$ cat config.mk
export PLATFORM = sky130hd
export DESIGN_NAME = grid_ray_walker
export DESIGN_NICKNAME = d
export VERILOG_FILES = /design/src/rtl/grid_ray_walker.sv
export SDC_FILE = /design/constraint.sdc
export NUM_CORES = 1
export LEC_CHECK = 0
export CORE_ASPECT_RATIO = 2
export CORE_UTILIZATION = 60
export CTS_BUF_LIST = sky130_fd_sc_hd__clkbuf_2 sky130_fd_sc_hd__clkbuf_4 sky130_fd_sc_hd__clkbuf_8
export DETAILED_ROUTE_END_ITERATION = 10
export PLACE_DENSITY = 0.8
export SYNTH_ARGS = -nofsm -noshare
export SYNTH_HDL_FRONTEND = slang
export SYNTH_SLANG_ARGS = --single-unit
$ cat constraint.sdc
create_clock -name clock -period 14.7 [get_ports clock]
set_input_delay 2.205 -clock clock [delete_from_list [all_inputs] [get_ports clock]]
set_output_delay 2.205 -clock clock [all_outputs]
set_load 0.05 [all_outputs]
$ cat src/rtl/grid_ray_walker.sv
// Walks a ray across vertical or horizontal grid lines and probes an external 1-cycle map port.
// Define GRID_RAY_WALKER_STEP_LIMIT_EN to add step_limit_hit and cap the walk at MAX_STEPS candidates.
module grid_ray_walker #(
  parameter int COORD_W   = 13,
  parameter int LOG2_TILE = 6,
  parameter int GRID_DIM  = 64,
  parameter int FRAC_BITS = 8,
  parameter int MAX_STEPS = 64
) (
  input  logic                             clock,
  input  logic                             reset,
  input  logic                             begin_calc,
  input  logic                             axis_sel,
  input  logic                             dir_neg,
  input  logic [COORD_W-1:0]               player_x,
  input  logic [COORD_W-1:0]               player_y,
  input  logic [COORD_W+FRAC_BITS-1:0]     slope,
  output logic                             grid_rd,
  output logic [2*$clog2(GRID_DIM)-1:0]    grid_addr,
  input  logic                             grid_data,
  output logic                             busy,
  output logic [COORD_W-1:0]               wall_x,
  output logic [COORD_W-1:0]               wall_y,
  output logic                             wall_found,
  output logic                             bounds_reached,
  output logic [$clog2(MAX_STEPS):0]       step_count,
  output logic                             end_calc
`ifdef GRID_RAY_WALKER_STEP_LIMIT_EN
  ,
  output logic                             step_limit_hit
`endif
);

  localparam int IW   = COORD_W + 2;
  localparam int SW   = COORD_W + FRAC_BITS;
  localparam int PW   = IW + SW;
  localparam int GLOG = $clog2(GRID_DIM);
  localparam int SCW  = $clog2(MAX_STEPS) + 1;
  localparam logic signed [IW-1:0] TILE      = IW'(2 ** LOG2_TILE);
  localparam logic signed [IW-1:0] TILE_MASK = ~IW'(2 ** LOG2_TILE - 1);
  localparam logic signed [IW-1:0] EXTENT    = IW'(GRID_DIM * (2 ** LOG2_TILE));
  localparam logic signed [IW-1:0] ONE       = IW'(1);

  typedef enum logic [2:0] {
    S_IDLE, S_FIRST_P, S_FIRST_S, S_OFFSET, S_ADDR, S_WAIT, S_EVAL, S_DONE
  } state_t;

  state_t               state_q, state_d;
  logic                 axis_q, axis_d, neg_q, neg_d, hit_q, hit_d;
  logic                 found_q, found_d, bounds_q, bounds_d;
  logic [SW-1:0]        slope_q, slope_d;
  logic signed [IW-1:0] pp_q, pp_d, ps_q, ps_d, cp_q, cp_d, cs_q, cs_d;
  logic signed [IW-1:0] dp_q, dp_d, ds_q, ds_d;
  logic [COORD_W-1:0]   wx_q, wx_d, wy_q, wy_d;
  logic [SCW-1:0]       sc_q, sc_d;
`ifdef GRID_RAY_WALKER_STEP_LIMIT_EN
  logic                 limit_q, limit_d;
`endif

  logic [COORD_W-1:0]   sel_p, sel_s;
  logic signed [IW-1:0] step_p, mul_a, scaled, base_p, x_c, y_c;
  logic signed [PW-1:0] mul_a_ext, mul_b_ext, prod;
  logic                 in_range;
  logic                 unused_prod_bits;

  assign sel_p  = axis_sel ? player_y : player_x;
  assign sel_s  = axis_sel ? player_x : player_y;
  assign step_p = neg_q ? -TILE : TILE;

  // One multiplier serves both s0 (p0-p)*slope and ds dp*slope; slicing at FRAC_BITS is the floor shift.
  assign mul_a     = (state_q == S_FIRST_S) ? (cp_q - pp_q) : step_p;
  assign mul_a_ext = {{(PW-IW){mul_a[IW-1]}}, mul_a};
  assign mul_b_ext = {{(PW-SW){slope_q[SW-1]}}, slope_q};
  assign prod      = mul_a_ext * mul_b_ext;
  assign scaled    = prod[FRAC_BITS +: IW];
  assign unused_prod_bits = ^{prod[PW-1:FRAC_BITS+IW], prod[FRAC_BITS-1:0]};

  assign base_p   = pp_q & TILE_MASK;
  assign x_c      = axis_q ? cs_q : cp_q;
  assign y_c      = axis_q ? cp_q : cs_q;
  assign in_range = !x_c[IW-1] && !y_c[IW-1] && (x_c < EXTENT) && (y_c < EXTENT);

  always_ff @(posedge clock or posedge reset) begin
    if (reset) begin
      state_q  <= S_IDLE;
      axis_q   <= 1'b0;
      neg_q    <= 1'b0;
      hit_q    <= 1'b0;
      found_q  <= 1'b0;
      bounds_q <= 1'b0;
      slope_q  <= '0;
      pp_q     <= '0;
      ps_q     <= '0;
      cp_q     <= '0;
      cs_q     <= '0;
      dp_q     <= '0;
      ds_q     <= '0;
      wx_q     <= '0;
      wy_q     <= '0;
      sc_q     <= '0;
`ifdef GRID_RAY_WALKER_STEP_LIMIT_EN
      limit_q  <= 1'b0;
`endif
    end else begin
      state_q  <= state_d;
      axis_q   <= axis_d;
      neg_q    <= neg_d;
      hit_q    <= hit_d;
      found_q  <= found_d;
      bounds_q <= bounds_d;
      slope_q  <= slope_d;
      pp_q     <= pp_d;
      ps_q     <= ps_d;
      cp_q     <= cp_d;
      cs_q     <= cs_d;
      dp_q     <= dp_d;
      ds_q     <= ds_d;
      wx_q     <= wx_d;
      wy_q     <= wy_d;
      sc_q     <= sc_d;
`ifdef GRID_RAY_WALKER_STEP_LIMIT_EN
      limit_q  <= limit_d;
`endif
    end
  end

  always_comb begin
    state_d   = state_q;
    axis_d    = axis_q;
    neg_d     = neg_q;
    hit_d     = hit_q;
    found_d   = found_q;
    bounds_d  = bounds_q;
    slope_d   = slope_q;
    pp_d      = pp_q;
    ps_d      = ps_q;
    cp_d      = cp_q;
    cs_d      = cs_q;
    dp_d      = dp_q;
    ds_d      = ds_q;
    wx_d      = wx_q;
    wy_d      = wy_q;
    sc_d      = sc_q;
`ifdef GRID_RAY_WALKER_STEP_LIMIT_EN
    limit_d   = limit_q;
`endif
    grid_rd   = 1'b0;
    grid_addr = '0;

    case (state_q)
      S_IDLE: begin
        if (begin_calc) begin
          axis_d   = axis_sel;
          neg_d    = dir_neg;
          slope_d  = slope;
          pp_d     = {{2{sel_p[COORD_W-1]}}, sel_p};
          ps_d     = {{2{sel_s[COORD_W-1]}}, sel_s};
          found_d  = 1'b0;
          bounds_d = 1'b0;
          sc_d     = '0;
`ifdef GRID_RAY_WALKER_STEP_LIMIT_EN
          limit_d  = 1'b0;
`endif
          state_d  = S_FIRST_P;
        end
      end
      S_FIRST_P: begin
        cp_d    = neg_q ? (base_p - ONE) : (base_p + TILE);
        state_d = S_FIRST_S;
      end
      S_FIRST_S: begin
        cs_d    = ps_q + scaled;
        state_d = S_OFFSET;
      end
      S_OFFSET: begin
        dp_d    = step_p;
        ds_d    = scaled;
        state_d = S_ADDR;
      end
      S_ADDR: begin
        wx_d = x_c[COORD_W-1:0];
        wy_d = y_c[COORD_W-1:0];
        if (!in_range) begin
          bounds_d = 1'b1;
          state_d  = S_DONE;
        end else begin
          grid_rd   = 1'b1;
          grid_addr = {y_c[LOG2_TILE +: GLOG], x_c[LOG2_TILE +: GLOG]};
          state_d   = S_WAIT;
        end
      end
      S_WAIT: begin
        // Map data is only guaranteed valid here, so capture it for S_EVAL.
        hit_d   = grid_data;
        state_d = S_EVAL;
      end
      S_EVAL: begin
        wx_d = x_c[COORD_W-1:0];
        wy_d = y_c[COORD_W-1:0];
        sc_d = sc_q + SCW'(1);
        if (hit_q) begin
          found_d = 1'b1;
          state_d = S_DONE;
        end
`ifdef GRID_RAY_WALKER_STEP_LIMIT_EN
        else if (sc_d == SCW'(MAX_STEPS)) begin
          limit_d = 1'b1;
          state_d = S_DONE;
        end
`endif
        else begin
          cp_d    = cp_q + dp_q;
          cs_d    = cs_q + ds_q;
          state_d = S_ADDR;
        end
      end
      S_DONE:  state_d = S_IDLE;
      default: state_d = S_IDLE;
    endcase
  end

  assign busy           = (state_q != S_IDLE);
  assign end_calc       = (state_q == S_DONE);
  assign wall_x         = wx_q;
  assign wall_y         = wy_q;
  assign wall_found     = found_q;
  assign bounds_reached = bounds_q;
  assign step_count     = sc_q;
`ifdef GRID_RAY_WALKER_STEP_LIMIT_EN
  assign step_limit_hit = limit_q;
`endif

endmodule
==> out/results.tsv <==
stage	metric	value	unit
synth	synth_cells	1695	
sta	fin_crit	10.37	ns
synth	syn_avg_cell_area	8.77	µm²
global_route	antenna_found_initial	0	
global_route	grt_pass1_wl	64800	µm
clock_network	cts.repair.resized	0	
route	drt_iter0_drc	506	
synth	ys_types	63	
route	vias	11900	
synth	synth_area	14900	µm²
global_route	grt_overflow	0	
route	post-route-drc-count	0	
worst_setup_path	rr_endpoint	cs_q[14]	
worst_setup_path	cpMaxStageDelayCell	o21ai_0	
worst_setup_path	r2r-start	cp_q[4]	
synth	synth_ff_type	dfrtp_1	
clock_network	clockBufferDepth	2	
finish	final_cell_mix	nand2_1 (311), inv_1 (250), fa_1 (176)	
worst_setup_path	r2r_slack	4.33	ns
route	wire_per_inst	18.9	µm
sta	finClkSkew	0.0126	ns
synth	synth_largest_area_cell	fa_1	
floorplan	ioPinCount	103	
worst_setup_path	worst-path-max-fanout	11	
clock_network	post-cts-setup-buffer-count	0	
worst_hold_path	hold_class	reg -> reg	
placed_design	dpl.hpwl	31100	µm
route	via_per_inst	5.65	
route	ant_nets	0	
worst_hold_path	min_delay_worst_endpoint	wall_y[11]	
synth	ys_seq_area_frac	0.219	
worst_setup_path	cp_data_required_time	15.08	ns
worst_setup_path	critPathCaptureType	flop	
worst_setup_path	cpMostUsedCell	fa_1	
sta	tightest_slew	1.16	ns
synth	ys_warn_count	0	
clock_network	cts-hold-fix-buffers	0	
clock_network	root_buffer	clkbuf_8	
worst_hold_path	worstHoldStart	wall_y[11]	
worst_setup_path	arrival	10.75	ns
floorplan	fp.coreArea	24400	µm²
synth	ys_ff_latch	130	
synth	synth_edf_count	0	
placed_design	port_buffers	102	
route	first_pass_iters	4	
clock_network	cts_tree	yes	
sta	post-route-period-util	0.706	
finish	synthToLayoutAreaGrowth	11.4	%
worst_setup_path	crit_path_max_incr_delay	0.88	ns
floorplan	fp.dieArea	25400	µm²
sta	finalSetupViolCount	0	
global_route	grt_start_max_net_pins	80	
synth	synthArstFlopShare	1.00	
worst_setup_path	cp-start-kind	flop	
clock_network	clock_latency	0.49	ns
sta	grt_setup_unrepaired	no	
clock_network	cts_buffers	17	
finish	layout-drive-gt1-share	0.0509	
worst_setup_path	crit_type	reg -> reg	
sta	slew_headroom	0.223	
sta	finalMaxSlewViolations	0	
sta	fin_hold_ws	0.490	ns
run_status	status	finished clean	
synth	mappedNetlistNets	2040	
sta	finalHoldViolations	0	
worst_hold_path	whs_path_depth	2	
synth	netlist.area_leader.share	0.237	
floorplan	start_util	0.608	
finish	final_nets	2101	
worst_setup_path	reg2regPathDepth	36	
finish	layout_commonest_cell	nand2_1	
global_route	grt_usage	0.338	
finish	fillers	1999	
finish	diodes	0	
floorplan	die_w	113	µm
flow_run	max_cap_violations	0	
synth	netlist_top_cells_area	fa_1 (24%), dfrtp_1 (22%), ha_1 (9.8%), nand2_1 (7.9%), inv_1 (6.3%)	
clock_network	htree_num_levels	4	
floorplan	row_count	81	
clock_network	clock-sinks	130	
sta	setup_tns	0	ns
global_route	grt_pass1_vias	12900	
sta	fmax	96.4	MHz
route	wirelength	39600	µm
floorplan	dieHeight	225	µm
placed_design	gp_congestion	0.939	
clock_network	cts.reportedPaths.clkPinSlew	0.08	ns
-- layout make-up --
type / count / area, µm² / area share
multi-input cells: 1241 / 10400 / 0.628
flip-flops and latches: 130 / 3250 / 0.196
repair buffers: 115 / 1120 / 0.0676
inverters: 251 / 947 / 0.0572
well taps: 332 / 415 / 0.0251
clock buffers: 18 / 241 / 0.0146
clock inverters: 14 / 176 / 0.0107
-- Yosys cell counts (2+ instances only) --
cell        n
dfrtp_1   130
o21a_1      7
nor2_1     68
nand3b_1    2
buf_1       6
a221o_1     2
a21boi_0    4
mux2_2     19
nand2_1   312
a22oi_1     2
or3b_2      2
a221oi_1    2
or2_2       9
clkbuf_1   64
and2_1     80
a211oi_1    5
nor3b_1     2
inv_1     251
xnor3_1     2
a22o_1      2
and3_1      5
a21oi_1    59
fa_1      176
or3_1       5
mux2i_1    46
o22ai_1     2
nand4_1     4
nand4b_1    2
nor3_1     16
ha_1      116
nor4_1      4
xor2_1     15
a31oi_1     6
o21bai_1   11
o31ai_1     3
nor2b_1    19
buf_2       2
xnor2_1    59
nand2b_1   15
nand3_1    10
a21o_1     13
o21ai_0   115
-- worst max path at each step --
stage,startpoint,end,slack (ns),cells past startpoint
floorplan,cp_q[4],cs_q[14],5.56,37
global placement,cp_q[4],cs_q[14],4.74,36
detailed placement,cp_q[4],cs_q[14],4.42,36
CTS,cp_q[4],cs_q[14],4.38,36
global route,cp_q[4],cs_q[14],3.72,36
finish,cp_q[4],cs_q[14],4.33,36
-- through the flow --
step                       util  instances  worst slack, ns  area, µm²
after floorplan               -       1695             5.56      14900
after global placement    0.661       2069             4.74      16100
after detailed placement  0.661       2069             4.42      16100
after CTS                 0.678       2101             4.38      16600
after global routing      0.678       2101             3.72      16600
final                     0.678       2101             4.33      16600
-- flip-flops by register name, indices dropped and copies added (netlist names), 2 cells and up --
register    flops
wall_y         13
wall_x         13
cp_q           10
pp_q           13
cs_q           15
slope_q        21
dp_q            2
ds_q           15
state_q         3
step_count      7
ps_q           13
-- per-layer routing --
layer / routed length [µm] / track usage
met3: 1320 / 0.0450
met4: 3070 / 0.249
met5: 0 / 0
met1: 13600 / 0.338
met2: 21600 / 0.627
-- cells by family (layout without fill, tap and decap cells) --
group,after synthesis,after routing,synth area share
AO/OA/AOI/OAI,245,245,0.0962
XOR/XNOR,78,78,0.0494
adder cells (fa/ha/maj),292,292,0.335
buffers and inverters,324,398,0.0825
flip-flops,130,130,0.219
multiplexers,66,66,0.0462
AND/OR/NAND/NOR,560,560,0.172
-- worst max-delay path, delay by kind of cell (launching register included) --
kind	cells	cell delay (ns)
buffers and inverters	4	0.28
xor gates and xnor gates	3	0.49
AOI/OAI and AO/OA	11	3.02
adders and majority gates	10	4.20
DFF	1	0.46
and+or+nand+nor	8	1.80
Power is not shown: default switching activity piles up to over one toggle a cycle in this logic, so the estimate is an artifact.
